===== config.mk =====
export PLATFORM = sky130hd
export DESIGN_NAME = morse_tx_flat
export DESIGN_NICKNAME = d
export VERILOG_FILES = /design/src/rtl/morse_pkg.sv /design/src/rtl/morse_if.sv /design/src/rtl/morse_unit_timer.sv /design/src/rtl/morse_tx.sv /design/src/flat_wrapper.sv
export SDC_FILE = /design/constraint.sdc
export NUM_CORES = 1
export LEC_CHECK = 0
export BUFFER_PORTS_ARGS = -buffer_cell sky130_fd_sc_hd__buf_2
export CAP_MARGIN = 20
export CELL_PAD_IN_SITES_DETAIL_PLACEMENT = 1
export CELL_PAD_IN_SITES_GLOBAL_PLACEMENT = 1
export CORE_MARGIN = 3
export CORE_UTILIZATION = 30
export DETAILED_ROUTE_END_ITERATION = 7
export PLACE_DENSITY = 0.61
export SYNTH_ARGS = -nofsm -noshare
export SYNTH_HDL_FRONTEND = slang
export SYNTH_SLANG_ARGS = --single-unit

===== constraint.sdc =====
create_clock -name clk -period 2.6 [get_ports clk]
set_input_delay 0.26 -clock clk [delete_from_list [all_inputs] [get_ports clk]]
set_output_delay 0.26 -clock clk [all_outputs]
set_load 0.01 [all_outputs]

===== src/rtl/morse_pkg.sv =====
// Purpose: shared constants for the Morse transmitter slice. It holds the FSM
//          state encoding, the timing units and the letter ROM.
// Contents:
//   MAX_LEN, *_UNITS       symbol limit and mark/space lengths in unit ticks
//   ST_*                   FSM state encoding (3-bit, legacy-compatible)
//   MORSE_ROM / morse_pattern()
//                          {len[7:5], bits[4:0]} for A..Z (0..25) and 0..9 (26..35);
//                          bit0 of bits is sent first, 1 = dash
package morse_pkg;

  localparam int MAX_LEN          = 5;
  localparam int DOT_UNITS        = 1;
  localparam int DASH_UNITS       = 3;
  localparam int SYM_GAP_UNITS    = 1;
  localparam int LETTER_GAP_UNITS = 3;

  localparam logic [2:0] ST_IDLE = 3'd0;
  localparam logic [2:0] ST_SYNC = 3'd1;
  localparam logic [2:0] ST_MARK = 3'd2;
  localparam logic [2:0] ST_SGAP = 3'd3;
  localparam logic [2:0] ST_LGAP = 3'd4;

  typedef logic [7:0] morse_pat_t;

  localparam morse_pat_t MORSE_ROM [36] = '{
    {3'd2, 5'b00010}, {3'd4, 5'b00001}, {3'd4, 5'b00101}, {3'd3, 5'b00001}, // A B C D
    {3'd1, 5'b00000}, {3'd4, 5'b00100}, {3'd3, 5'b00011}, {3'd4, 5'b00000}, // E F G H
    {3'd2, 5'b00000}, {3'd4, 5'b01110}, {3'd3, 5'b00101}, {3'd4, 5'b00010}, // I J K L
    {3'd2, 5'b00011}, {3'd2, 5'b00001}, {3'd3, 5'b00111}, {3'd4, 5'b00110}, // M N O P
    {3'd4, 5'b01011}, {3'd3, 5'b00010}, {3'd3, 5'b00000}, {3'd1, 5'b00001}, // Q R S T
    {3'd3, 5'b00100}, {3'd4, 5'b01000}, {3'd3, 5'b00110}, {3'd4, 5'b01001}, // U V W X
    {3'd4, 5'b01101}, {3'd4, 5'b00011},                                     // Y Z
    {3'd5, 5'b11111}, {3'd5, 5'b11110}, {3'd5, 5'b11100}, {3'd5, 5'b11000}, // 0 1 2 3
    {3'd5, 5'b10000}, {3'd5, 5'b00000}, {3'd5, 5'b00001}, {3'd5, 5'b00011}, // 4 5 6 7
    {3'd5, 5'b00111}, {3'd5, 5'b01111}                                      // 8 9
  };

  // Out-of-range indices return an empty pattern (pure letter gap).
  function automatic morse_pat_t morse_pattern(input logic [5:0] idx);
    return (idx < 6'd36) ? MORSE_ROM[idx] : 8'h00;
  endfunction

endpackage


===== src/rtl/morse_if.sv =====
// Purpose: letter-load channel between the letter ROM side and morse_tx.
// Signals:
//   LoadValid  master->slave  SymLen/SymBits valid
//   LoadReady  slave->master  transmitter can accept a letter
//   SymLen     master->slave  number of symbols, 0..MAX_LEN (larger is clamped)
//   SymBits    master->slave  pattern, bit0 first, 1 = dash
interface morse_if;
  import morse_pkg::*;

  logic               LoadValid;
  logic               LoadReady;
  logic [2:0]         SymLen;
  logic [MAX_LEN-1:0] SymBits;

  modport master (output LoadValid, SymLen, SymBits, input LoadReady);
  modport slave  (input LoadValid, SymLen, SymBits, output LoadReady);
endinterface


===== src/rtl/morse_unit_timer.sv =====
// Purpose: counts unit ticks and fires a one-cycle expire on the tick where
//          the count reaches target. The count restarts by itself on expire.
// Ports:
//   clk, rst   clock, synchronous active-low reset
//   UnitTick   one-cycle time-unit pulse
//   clear      hold the count at zero (also masks expire)
//   target     length in unit ticks, 1..15
//   expire     combinational pulse, coincident with the terminal tick
module morse_unit_timer (
  input  logic       clk,
  input  logic       rst,
  input  logic       UnitTick,
  input  logic       clear,
  input  logic [3:0] target,
  output logic       expire
);

  logic [3:0] count_q, count_d;

  assign expire = UnitTick && !clear && (count_q == target - 4'd1);

  always_comb begin
    count_d = count_q;
    if (clear || expire) begin
      count_d = '0;
    end else if (UnitTick) begin
      count_d = count_q + 4'd1;
    end
  end

  always_ff @(posedge clk) begin
    if (!rst) begin
      count_q <= '0;
    end else begin
      count_q <= count_d;
    end
  end

endmodule


===== src/rtl/morse_tx.sv =====
// Purpose: plays one Morse letter on a registered key line, timed in unit ticks.
// Ports:
//   clk, rst   clock, synchronous active-low reset
//   UnitTick   one-cycle pulse per time unit
//   Abort      synchronous cancel (ignored in IDLE)
//   load       morse_if slave: LoadValid/LoadReady/SymLen/SymBits
//   MorseOut   key line, 1 = mark
//   Busy       state != IDLE
//   Done       one-cycle pulse when the trailing letter gap completes
//
// state | meaning
// IDLE  | waiting for a letter, LoadReady=1
// SYNC  | letter captured, waiting for the first tick to align to the unit grid
// MARK  | key down for DOT_UNITS or DASH_UNITS
// SGAP  | space between symbols of a letter
// LGAP  | trailing letter gap; Done fires when it ends
module morse_tx
  import morse_pkg::*;
(
  input  logic   clk,
  input  logic   rst,
  input  logic   UnitTick,
  input  logic   Abort,
  morse_if.slave load,
  output logic   MorseOut,
  output logic   Busy,
  output logic   Done
);

  logic [2:0]         state_q, state_d;
  logic [MAX_LEN-1:0] shreg_q, shreg_d;
  logic [2:0]         rem_q, rem_d;
  logic               out_q, out_d;
  logic               done_q, done_d;
  logic               ready_q;
  logic               abort_act;
  logic               tmr_clear, tmr_expire;
  logic [3:0]         tmr_target;

  assign abort_act = Abort && (state_q != ST_IDLE);
  // The timer only runs inside timed states; the sync tick itself is not counted.
  assign tmr_clear = (state_q == ST_IDLE) || (state_q == ST_SYNC) || abort_act;

  always_comb begin
    tmr_target = 4'(DOT_UNITS);
    case (state_q)
      ST_MARK: tmr_target = shreg_q[0] ? 4'(DASH_UNITS) : 4'(DOT_UNITS);
      ST_SGAP: tmr_target = 4'(SYM_GAP_UNITS);
      ST_LGAP: tmr_target = 4'(LETTER_GAP_UNITS);
      default: tmr_target = 4'(DOT_UNITS);
    endcase
  end

  morse_unit_timer u_timer (
    .clk      (clk),
    .rst      (rst),
    .UnitTick (UnitTick),
    .clear    (tmr_clear),
    .target   (tmr_target),
    .expire   (tmr_expire)
  );

  always_comb begin
    state_d = state_q;
    shreg_d = shreg_q;
    rem_d   = rem_q;
    out_d   = out_q;
    done_d  = 1'b0;
    if (abort_act) begin
      state_d = ST_IDLE;
      shreg_d = '0;
      rem_d   = '0;
      out_d   = 1'b0;
    end else begin
      case (state_q)
        ST_IDLE: begin
          if (load.LoadValid && ready_q) begin
            shreg_d = load.SymBits;
            rem_d   = (load.SymLen > 3'(MAX_LEN)) ? 3'(MAX_LEN) : load.SymLen;
            state_d = ST_SYNC;
          end
        end
        ST_SYNC: begin
          if (UnitTick) begin
            if (rem_q != 3'd0) begin
              state_d = ST_MARK;
              out_d   = 1'b1;
            end else begin
              state_d = ST_LGAP;
            end
          end
        end
        ST_MARK: begin
          if (tmr_expire) begin
            shreg_d = shreg_q >> 1;
            rem_d   = rem_q - 3'd1;
            out_d   = 1'b0;
            // rem_q > 1 means symbols remain after this one
            state_d = (rem_q > 3'd1) ? ST_SGAP : ST_LGAP;
          end
        end
        ST_SGAP: begin
          if (tmr_expire) begin
            state_d = ST_MARK;
            out_d   = 1'b1;
          end
        end
        ST_LGAP: begin
          if (tmr_expire) begin
            state_d = ST_IDLE;
            done_d  = 1'b1;
          end
        end
        default: state_d = ST_IDLE;
      endcase
    end
  end

  always_ff @(posedge clk) begin
    if (!rst) begin
      state_q <= ST_IDLE;
      shreg_q <= '0;
      rem_q   <= '0;
      out_q   <= 1'b0;
      done_q  <= 1'b0;
      ready_q <= 1'b0;
    end else begin
      state_q <= state_d;
      shreg_q <= shreg_d;
      rem_q   <= rem_d;
      out_q   <= out_d;
      done_q  <= done_d;
      // Registered so LoadReady stays low throughout reset.
      ready_q <= (state_d == ST_IDLE);
    end
  end

  assign load.LoadReady = ready_q;
  assign MorseOut       = out_q;
  assign Done           = done_q;
  assign Busy           = (state_q != ST_IDLE);

endmodule


===== src/flat_wrapper.sv =====
// flat-port wrapper written by rule: the top's interface ports become plain ports
module morse_tx_flat import morse_pkg::*;
  (clk, rst, UnitTick, Abort, MorseOut, Busy, Done, load_LoadValid, load_SymLen, load_SymBits, load_LoadReady);
  morse_if load_i ();
  input  logic clk;
  input  logic rst;
  input  logic UnitTick;
  input  logic Abort;
  output logic MorseOut;
  output logic Busy;
  output logic Done;
  input wire logic [$bits(load_i.LoadValid)-1:0] load_LoadValid;
  input wire logic [$bits(load_i.SymLen)-1:0] load_SymLen;
  input wire logic [$bits(load_i.SymBits)-1:0] load_SymBits;
  output wire logic [$bits(load_i.LoadReady)-1:0] load_LoadReady;
  assign load_i.LoadValid = load_LoadValid;
  assign load_i.SymLen = load_SymLen;
  assign load_i.SymBits = load_SymBits;
  assign load_LoadReady = load_i.LoadReady;
  morse_tx u_core (.clk(clk), .rst(rst), .UnitTick(UnitTick), .Abort(Abort), .load(load_i), .MorseOut(MorseOut), .Busy(Busy), .Done(Done));
endmodule

# Word level (Yosys, flattened, before mapping)
# Index checks and enable logic that the tools add are counted.
# totals
elab_cells,67
latchBits,0
mem_bits_rw,0
n_memories,0
input_bits,13
reg_bits,18
rom_bits,0
out_inout_bits,4
# classes
muxes,24
n_div,0
addsub,3
shifts,0
n_eq_ne,10
bitwise_logic,2
multipliers,0
n_lt_le_gt_ge,2
n_reduce_logical,19
# op_table
op,n
$mux W3,11
$pmux W3 S5,1
$mux W5,2
$ne A2 B2 Y1 const B,5
$pmux W5 S2,1
$reduce_bool A3 Y1,3
$pmux W4 S2,1
$eq A3 B2 Y1 const B,2
$logic_not A3 Y1,2
$pmux W3 S2,1
$mux W1,5
$reduce_and A5 Y1,1
$add A4 B1 Y4 const B,1
$eq A4 B4 Y1,1
$logic_and A1 B1 Y1,4
$reduce_or A2 Y1,2
$sub A4 B1 Y4 const B,1
$eq A3 B1 Y1 const B,1
$eq A3 B3 Y1 const B,1
$gt A3 B1 Y1 const B,1
$gt A3 B3 Y1 const B,1
$logic_or A1 B1 Y1,3
$pmux W1 S3,1
$reduce_and A3 Y1,1
6 further kinds,7

# Depth between registers and ports, before layout
# Gate-level depths: netlist of run 1.
# depth
depth_word,10
depth_mapped,7
mapped_depth_nobuf,7

# Cells and area by module
# A second synthesis of run 1 with hierarchy kept.
# unflattened
hier_cells,129
hier_area_um2,1121.1
# modules_own_cells
mod,n_inst,area_per_inst_um2,cells_per_inst,seq_area_each_um2
morse_tx,1,827.0,101,280.3
morse_unit_timer,1,294.0,28,80.1

# Least setup slack after synthesis of run 1
# Ideal clock, no wire load.
# synth_timing
path_type,register to register
start,reg u_core.u_timer.count_q[2]
end,"reg u_core.ready_q, in the netlist u_core.load.LoadReady"
setup_ns,0.088
path_buffers,0
setup_slack_ns,0.657
arrival_ns,1.855
stages_incl_launch_ff,6
t_required_ns,2.512
period_less_slack_ns,1.943
path_cell_list,dfxtp_1 > or4b_4 > or3_1 > a31o_1 > a32o_1 > nor4_2
# synth_between
elab_chain_cells,6
word_cells_on_any_way,8
classes_between,eq/ne: 1; mux: 5; reduce/logical: 2
# synth_lines
element,line,source
start: declaration,morse_unit_timer.sv:18,"logic [3:0] count_q, count_d;"
start signal: assignment,morse_unit_timer.sv:35,count_q <= count_d;
$eq A4 B4 Y1 (*),morse_unit_timer.sv:20,assign expire = UnitTick && !clear && (count_q == target - 4'd1);
$logic_and A1 B1 Y1 (*),morse_unit_timer.sv:20,
"$mux W3, on equally long branches","morse_tx.sv:109, morse_tx.sv:94, morse_tx.sv:103",
$pmux W3 S5 (*),morse_tx.sv:75,case (state_q)
$mux W3 (*),morse_tx.sv:69,if (abort_act) begin
$logic_not A3 Y1 (*),morse_tx.sv:134,ready_q <= (state_d == ST_IDLE);
end signal: assignment,morse_tx.sv:134,
end: declaration,morse_tx.sv:35,logic ready_q;
# Mark *: on every way between the ends. The rest lies on a longest branch, timed or not.
# A chain may end at the register's enable or synchronous reset.

# Worst setup path in the final report of run 1
# layout_timing
start,reg u_core.state_q[2]
end,reg u_core.state_q[2]
# layout_between
elab_chain_cells,9
word_cells_on_any_way,22
classes_between,add/sub: 1; eq/ne: 5; mux: 8; reduce/logical: 8
# layout_lines
element,line,source
start: declaration,morse_tx.sv:30,"logic [2:0] state_q, state_d;"
start signal: assignment,morse_tx.sv:128,state_q <= state_d;
branches (longest 8 deep; another with $sub A4 B1 Y4),-,
$mux W3 (*),morse_tx.sv:69,
# Every way passes the cells marked *.

==> flow_results.org, run 1 <==
** Outcome
- Outcome :: finished clean

** CTS
- Skew-Pair Late Insertion Delay :: roughly 0.30 ns
- H-tree lvl count :: 1
- The clock passes through at most 2 buffers.
- CTS tree :: yes
- After clock tree synthesis, the clock-pin slew on the worst setup and hold paths is around 0.12 ns.
- In this run, post-CTS repair resized a total of 0 instances.
- The tree built by TritonCTS fans out to 18 sinks.
- Hold repair after CTS inserted 0 buffers.
- Count of buffers added by post-CTS timing repair for setup :: 0
- In this run the clock root is driven by a sky130_fd_sc_hd__clkbuf_4.
- Buffers inserted during clock tree synthesis total 3.

** STA
- Setup repair after global routing left no endpoint under its margin.
- Setup violation total in the final timing report :: 0
- The hold violation count in the final report came to 0.
- Pins over their slew limit :: 0
- Total negative setup slack :: 0 ns
- Transition time at the pin with the least slew margin :: 0.570 ns
- Ratio of final minimum period to clock period :: ~80%
- Clock skew on the completed layout was measured at 0.00339 ns.
- The worst pin sits at a relative slew slack of about 62%.
- Once routing completed, OpenROAD measured the worst setup slack at about 0.47 ns.
- Timing would allow up to between 400 and 500 MHz.
- Counting I/O delays and the setup requirement, the final critical path takes 2.13 ns.

** Synthesis
- In this run the mean area of a mapped cell was between 7 and 8 um^2.
- Fraction of synthesized cell area in xor and xnor cells :: under 10%
- After synthesis, flip-flops and latches occupy approximately a third of the total area.
- After synthesis, the share of flip-flops with an asynchronous set or reset is 0%.
- Post-synth net total :: roughly 150
- Post-synth EDFFs :: 0
- Post-synthesis compound-gate area fraction :: between 20% and 30%
- Cell area after synthesis :: roughly 1100 um^2
- Dominant cells by area after synthesis :: sky130_fd_sc_hd__dfxtp_1 33%, sky130_fd_sc_hd__nor3_1 7.9%, sky130_fd_sc_hd__a21oi_1 5.1%
- Yosys synthesis warning count :: 0
- In the synthesized netlist, the number of instances is 136.
- The synthesized netlist devotes 32.6% of its cell area to simple gates.
- Share of the synthesized area in the top cell type :: roughly 33%
- Unique cell type count in the Yosys netlist :: 40
- Cell type contributing the most total cell area after synthesis :: sky130_fd_sc_hd__dfxtp_1
- Mux cell area share after synthesis :: between 1.5 and 2%
- Combinational family with the most area after synthesis :: simple AND/OR/NAND/NOR gates
- Number of register bits inferred by synthesis :: 18
- Post-Synth Adder-Cell Area :: 4.63%
- The most used flip-flop cell after synthesis is sky130_fd_sc_hd__dfxtp_1.

** Global route
- Largest net degree at the start of global routing :: 13
- Remaining global-route overflow :: 0
- Number of global-route vias before repair :: 1060
- The number of antenna violations at the first check in global routing came to 0.
- The first global-routing pass estimated about 5000 um of wire.
- Across every metal layer, demand over resource in global routing totals 15.0%.

** Final layout
- Utilization after layout :: a little over a third
- Area growth from synthesis to final layout :: 14.9%
- Most common cell after layout, fill and taps aside :: sky130_fd_sc_hd__dfxtp_1
- Commonest non-fill, non-tap cells in the layout :: 18 x sky130_fd_sc_hd__dfxtp_1, 17 x sky130_fd_sc_hd__nor3_1, 16 x sky130_fd_sc_hd__buf_2, 14 x sky130_fd_sc_hd__nor2_1, 11 x sky130_fd_sc_hd__a21oi_1
- The number of antenna diodes in the final layout is 0.
- In the final layout, the share of cells above drive strength 1 is between 10% and 20%.
- At the end of the flow, the number of nets in the layout was 171.
- The finished layout holds 199 standard cells, fillers aside.
- The layout has approximately 440 filler cells.

** Worst setup path
- FF-to-FF path depth :: 5
- Critical path buffer and inverter count :: 0
- Walking the worst path, the cells encountered are or3b_2, nor3_1, o21ai_2, o32ai_1, and2_1.
- Worst setup path startpoint :: u_core.state_q[2]$_SDFF_PN0_
- Critical path's largest stage delay :: 0.55 ns
- For the worst setup path, the data arrival time is ~2.4 ns.
- CP startpoint kind :: register
- The worst setup path is captured at a register.
- Crit Path Category :: reg2reg
- Library cell contributing the largest single delay on the critical path :: sky130_fd_sc_hd__or3b_2
- Max Fanout on Critical Path :: 12
- At the worst endpoint, the required time is approximately 2.9 ns.
- The endpoint identified for the worst register-to-register timing path is u_core.state_q[2]$_SDFF_PN0_.
- Number of stages on the worst setup path :: 5
- Largest delay contributor family on the critical path :: simple AND/OR/NAND/NOR gates
- Across all register-to-register paths, the minimum setup slack is around 0.47 ns.
- Reg-to-Reg Start :: u_core.state_q[2]$_SDFF_PN0_

** Power and ir drop
- Portion of total power attributed to the clock network :: between 30% and 40%
- Of the total power, the share spent switching nets is a little under a third.
- The internal power of the cells totals about 430 uW.
- The analysis attributes to net switching a power of 187 uW.
- Across the VDD grid, the largest voltage drop is 0.000166 V.
- Power spread over the standard cell area amounts to between 400 and 500 nW/um^2.
- Post-route total power :: 618 uW
- Leakage Power :: approximately 0.47 nW
- Combinational logic burns between 10% and 20% of the power.
- Reg power frac :: about half

** Floorplanning
- Die Y-Extent :: about 66 um
- Core region area :: between 3000 and 4000 um^2
- Once the floorplan was initialized, standard cells occupied a little under a third of the core.
- Chip width :: 66.0 um
- Area of the die :: about 4400 um^2
- Io pins :: 17
- Row generation in the floorplan step produced 21 rows.

** Flow run
- Max-cap violations :: 0

** Placed design
- After detailed placement, the design holds a cell count of slightly below 200.
- During placement, the flow inserted port buffers numbering 16.
- After legalization and detailed placement, the total HPWL measured ~2200 um.
- Timing analysis after detailed placement gives a worst setup slack of 0.481 ns.
- At the end of routability-driven placement, the weighted congestion stood at approximately 0.8.

** Drt
- Iteration-0 DRC Markers :: 48
- For this block, the via count after detailed routing is about 1.0k.
- Via-to-Cell Ratio :: ~5.2
- For this run, the detailed router's first-pass iteration total came to 4.
- Wire length per cell :: 14.6 um
- Summed over all layers, the routed wires come to 2910 um.
- Post-route antenna net violation count :: 0
- Drc violations :: 0

** Min path
- Worst hold-check path type :: in2reg
- In this run the most critical hold path is launched from load_SymBits[4].
- Along the worst hold path, the cell count comes to 3.
- The path with the worst hold slack has its endpoint at u_core.shreg_q[4]$_SDFFE_PP0P_.
## kinds of logic after synthesis
family,Yosys count
AOI/OAI and AO/OA,32
xor gates and xnor gates,3
adders and majority gates,4
buffers and inverters,11
DFF,18
muxes,2
and+or+nand+nor,66
## metrics by stage
stage          area [um^2]  hold WS, ns
2_1_floorplan         1080        0.382
3_3_place_gp          1210        0.470
3_5_place_dp          1210        0.474
4_1_cts               1240        0.175
5_1_grt               1240        0.188
6_report              1240        0.176
## cells in the mapped netlist, drive strengths merged (2+ instances only)
master	count
mux2i	2
dfxtp	18
or3	2
nand3b	2
nor3	17
a211oi	2
nand2	9
xor2	2
a21oi	11
clkbuf	3
nand2b	4
and2	7
a221oi	4
o21bai	2
o21ai	4
nand3	3
inv	6
buf	2
nor2	14
ha	4
## layer usage
layer / vias up / global-route usage, % / part of all wire (%)
li1: 526 / - / -
met1: 500 / 19.7 / 50
met2: 10 / 24.4 / 47
met3: 2 / 2.89 / 2.6
met4: 0 / 5.33 / 0.96
met5: - / 0 / 0
## worst max-delay path by stage
| stage | to |
|---|---|
| after floorplan | u_core.load.LoadReady$_SDFF_PN0_ |
| after global placement | u_core.state_q[2]$_SDFF_PN0_ |
| after detailed placement | u_core.load.LoadReady$_SDFF_PN0_ |
| after CTS | u_core.state_q[2]$_SDFF_PN0_ |
| after global routing | u_core.state_q[2]$_SDFF_PN0_ |
| final | u_core.state_q[2]$_SDFF_PN0_ |
## registers in the layout, summed over array words and instances (netlist names)
register	count
u_core.load.LoadReady	1
u_core.Done	1
u_core.u_timer.count_q	4
u_core.MorseOut	1
u_core.shreg_q	5
u_core.rem_q	3
u_core.state_q	3
## power by group through the flow
stage / clock network, mW / registers, mW / logic, mW
6_report: 0.189 / 0.307 / 0.122
5_1_grt: 0.204 / 0.309 / 0.142
4_1_cts: 0.192 / 0.306 / 0.124
3_5_place_dp: 0 / 0.313 / 0.123
3_3_place_gp: 0 / 0.312 / 0.121
2_1_floorplan: 0 / 0.308 / 0.0896
## worst reg2reg max path, delay by kind of cell, from the launching register on
family          cells  cell delay, ns
flops               1            0.44
compound gates      2            0.61
simple gates        3            1.04
## layout make-up
type	count	area [um^2]	area share [%]
tap	46	57.6	4.63
clock buffer	4	36.3	2.92
multi-input combinational	107	671	54.0
timing repair buffer	18	95.1	7.65
sequential	18	360	29.0
inverter	6	22.5	1.81
(Power assumes the default switching activity.)
==> run 2: changes to the inputs <==
--- a/config.mk
+++ b/config.mk
@@ -12,7 +12,7 @@
 export CORE_MARGIN = 3
 export CORE_UTILIZATION = 30
 export DETAILED_ROUTE_END_ITERATION = 7
-export PLACE_DENSITY = 0.61
+export PLACE_DENSITY = 0.64
 export SYNTH_ARGS = -nofsm -noshare
 export SYNTH_HDL_FRONTEND = slang
 export SYNTH_SLANG_ARGS = --single-unit
==> constraint.sdc (replaced) <==
create_clock -name clk -period 1.8 [get_ports clk]
set_input_delay 0.18 -clock clk [delete_from_list [all_inputs] [get_ports clk]]
set_output_delay 0.18 -clock clk [all_outputs]
set_load 0.01 [all_outputs]
==> run 2 against run 1 <==
  * Clock skew is 0.0026 ns lower
  * Utilization is 7.6 points higher
  * Non-clock buffer count is 20 higher
  * Sequential cell count stayed put
  * The run now ends with setup timing left
  * Critical path type unchanged
  * Clock power is 42% higher
  * Final area is 21% higher
  * Fmax is 6.5% higher
  * Die area stayed put
  * Worst setup slack worse by 0.67 ns
  * Critical path depth is 1 higher
  * Highest routed layer unchanged
  * First-iteration DRC count is 42% lower
  * Via count is 12% higher
==> flow_results.org, run 2 (same netlist as run 1, synthesis figures left out) <==
** Worst setup path
- Grouping stages by cell kind, the critical path spends the most delay in simple AND/OR/NAND/NOR gates.
- CP startpoint kind :: register
- The critical path goes through or4b_4, buf_4, nor3_4, o21ai_4, o32ai_2, and2_1.
- For the worst setup path, the data required time is 2.06 ns.
- Counting buffers and inverters, the worst setup path is 6 cells deep.
- Max Fanout on Critical Path :: 6
- Crit Path Category :: reg2reg
- Critical path endpoint category :: register
- Among all stages on the critical path, the largest delay is contributed by sky130_fd_sc_hd__or4b_4.
- Critical Path AT :: roughly 2.3 ns
- In this design, the stage delay of the slowest critical-path cell is between 0.5 and 0.6 ns.
- The number of cells on the worst reg-to-reg path is 6.
- The number of buffers and inverters on the critical path is 1.

** CTS
- H-tree lvl count :: 1
- Buffers inserted to repair hold after CTS numbered 0.
- Clock Path Buffers :: 2
- Clock-pin slew was measured on the worst setup and hold paths at about 0.11 ns.
- Skew-Pair Late Insertion Delay :: around 0.31 ns
- Number of sinks handled by clock tree synthesis :: 18
- TritonCTS built the clock tree.
- Root buffer cell :: sky130_fd_sc_hd__clkbuf_4
- The number of clock buffers added by TritonCTS is 3.

** Power and ir drop
- Total power per unit cell area :: roughly 620 nW/um^2
- Leakage Power :: 0.595 nW
- Post-route total power :: just over 900 uW
- VDD sags by at most approximately 0.00029 V.

** Drt
- Post-route antenna net violation count :: 0
- After detailed routing, the average wire length per cell comes to between 15 and 20 um.
- Iteration-0 DRC Markers :: 28
- After detailed routing, the number of remaining DRC violations is 0.
- Vias after detailed routing :: approximately 1.2k
- Wires add up to about 3300 um.
- Dividing the detail-routed via count by the number of cells gives roughly 5.3.
- Number of iterations in the first detailed-routing pass :: 4

** STA
- Unrepaired setup endpoints after global routing :: true
- Derived from the worst setup path, the maximum achievable clock frequency is 501 MHz.
- Final hold vios :: 0
- Worst clock skew on the final layout :: roughly 0.0008 ns
- Setup slack of the critical path after layout :: -0.196 ns
- The routed design could run at a clock period as short as approximately 2 ns.
- Pins over their slew limit :: 0
- For the pin with the worst max-slew slack, the measured transition is 0.340 ns.
- Ratio of final minimum period to clock period :: 111%
- Across all hold checks on the routed design, the worst slack comes to slightly above 0.1 ns.
- Setup violation total in the final timing report :: 12
- Total negative setup slack :: -0.990 ns
- In this run the tightest slew margin relative to its limit is approximately three quarters.

** Min path
- Along the worst hold path, the cell count comes to 3.
- In this run the worst hold path is classified as in2reg.

** Floorplanning
- The die is between 60 and 70 um tall.
- Io pins :: 17
- Starting density of the core :: 31.6%
- Measured along the x axis, the die boundary spans between 60 and 70 um.
- Area of the die :: between 4000 and 5000 um^2
- Floorplan row count :: 21
- The region available for standard cell placement spans between 3000 and 4000 um^2.

** Placed design
- Post-DP HPWL :: approximately 2600 um
- Count of port buffers added during placement :: 16
- Placed insts :: about 210
- Last weighted congestion value of the routability-driven placer :: 0.757
- Post-Place Cell Area :: 1360 um^2

** Outcome
- Violated checks :: setup timing
- Outcome :: finished, violations left

** Global route
- Remaining global-route overflow :: 0
- In the global route stage, overall resource usage came out at between 10% and 20%.
- The number of antenna violations at the first check in global routing was 0.
- The number of global-route vias before repair was 1210.
- The first global-routing pass estimated 5530 um of wire.
- Largest net degree at the start of global routing :: 11

** Final layout
- Final cell count without fillers :: about 220
- Max FFs per register :: 5
- The sequential cells in the finished layout cover a total of around 360 um^2.
- Post-route cell area :: around 1500 um^2
- The filler cells instantiated in the layout total between 400 and 500.
- Of the cells placed in the final design, the portion with a size suffix greater than 1 is 38.7%.
- Post-layout net count :: 191
- The register with the most flip-flops in the final layout is u_core.shreg_q.
- Number of antenna repair diodes :: 0
- Multi-input gate area in the final layout :: 773 um^2
- Largest regs :: u_core.shreg_q (5), u_core.u_timer.count_q (4)
- Commonest non-fill, non-tap cells in the layout :: 21 x sky130_fd_sc_hd__buf_4, 16 x sky130_fd_sc_hd__nor3_1, 16 x sky130_fd_sc_hd__buf_2, 15 x sky130_fd_sc_hd__dfxtp_1, 14 x sky130_fd_sc_hd__nor2_1
- From synthesis to final layout, the design area changed by 39.0%.
- Most common cell after layout, fill and taps aside :: sky130_fd_sc_hd__buf_4

** Flow run
- The tool flagged a number of max-cap violations equal to 0.
## run 2: final timing paths
check | endpoint | slack, ns | from
max | u_core.state_q[2]$_SDFF_PN0_ | -0.20 | u_core.u_timer.count_q[3]$_SDFFE_PP0P_
min | u_core.shreg_q[4]$_SDFFE_PP0P_ | 0.10 | load_SymBits[4]
min reg2reg | u_core.shreg_q[4]$_SDFFE_PP0P_ | 0.50 | u_core.shreg_q[4]$_SDFFE_PP0P_
max reg2reg | u_core.state_q[2]$_SDFF_PN0_ | -0.20 | u_core.u_timer.count_q[3]$_SDFFE_PP0P_
## run 2: timing repair
item | CTS | global route
setup buffers | 1 | 1
pin swaps | 1 | 5
endpoints found under the hold margin | 0 | 0
gates resized for setup | 3 | 18
setup endpoints to repair | 13 | 17
## run 2: report_power, final
part | switching [mW] | internal [mW]
Combinational | 0.118 | 0.103
Clock | 0.145 | 0.124
Sequential | 0.0179 | 0.422
Total | 0.281 | 0.648
## run 2: per-layer routing
layer  vias to the layer above  global-route usage [%]  share of wire [%]
met5                         -                       0                  0
met1                       577                    19.7                 44
li1                        569                       -                  -
met4                         0                    5.58                1.5
met3                         4                    2.72                2.2
met2                        13                    29.9                 52
## run 2: per-stage QoR
| stage | util (%) | setup slack, ns |
|---|---|---|
| 6_report | 44.0 | -0.196 |
| 4_1_cts | 41.4 | -0.166 |
| 2_1_floorplan | - | -0.0936 |
| 3_5_place_dp | 39.7 | -0.150 |
| 3_3_place_gp | 39.7 | -0.112 |
| 5_1_grt | 44.0 | -0.249 |
## run 2: cell type report
type,instances,share of cell area (%)
multi-input cells,107,51.5
inverters,6,1.50
clock buffers,4,2.41
flip-flops and latches,18,24.2
repair buffers,38,16.6
well taps,46,3.83
## run 2: tightest hold or removal path: stages
cell and delay, ns:
sky130_fd_sc_hd__buf_2 0.10, sky130_fd_sc_hd__nand2_1 0.04, sky130_fd_sc_hd__a21oi_1 0.05
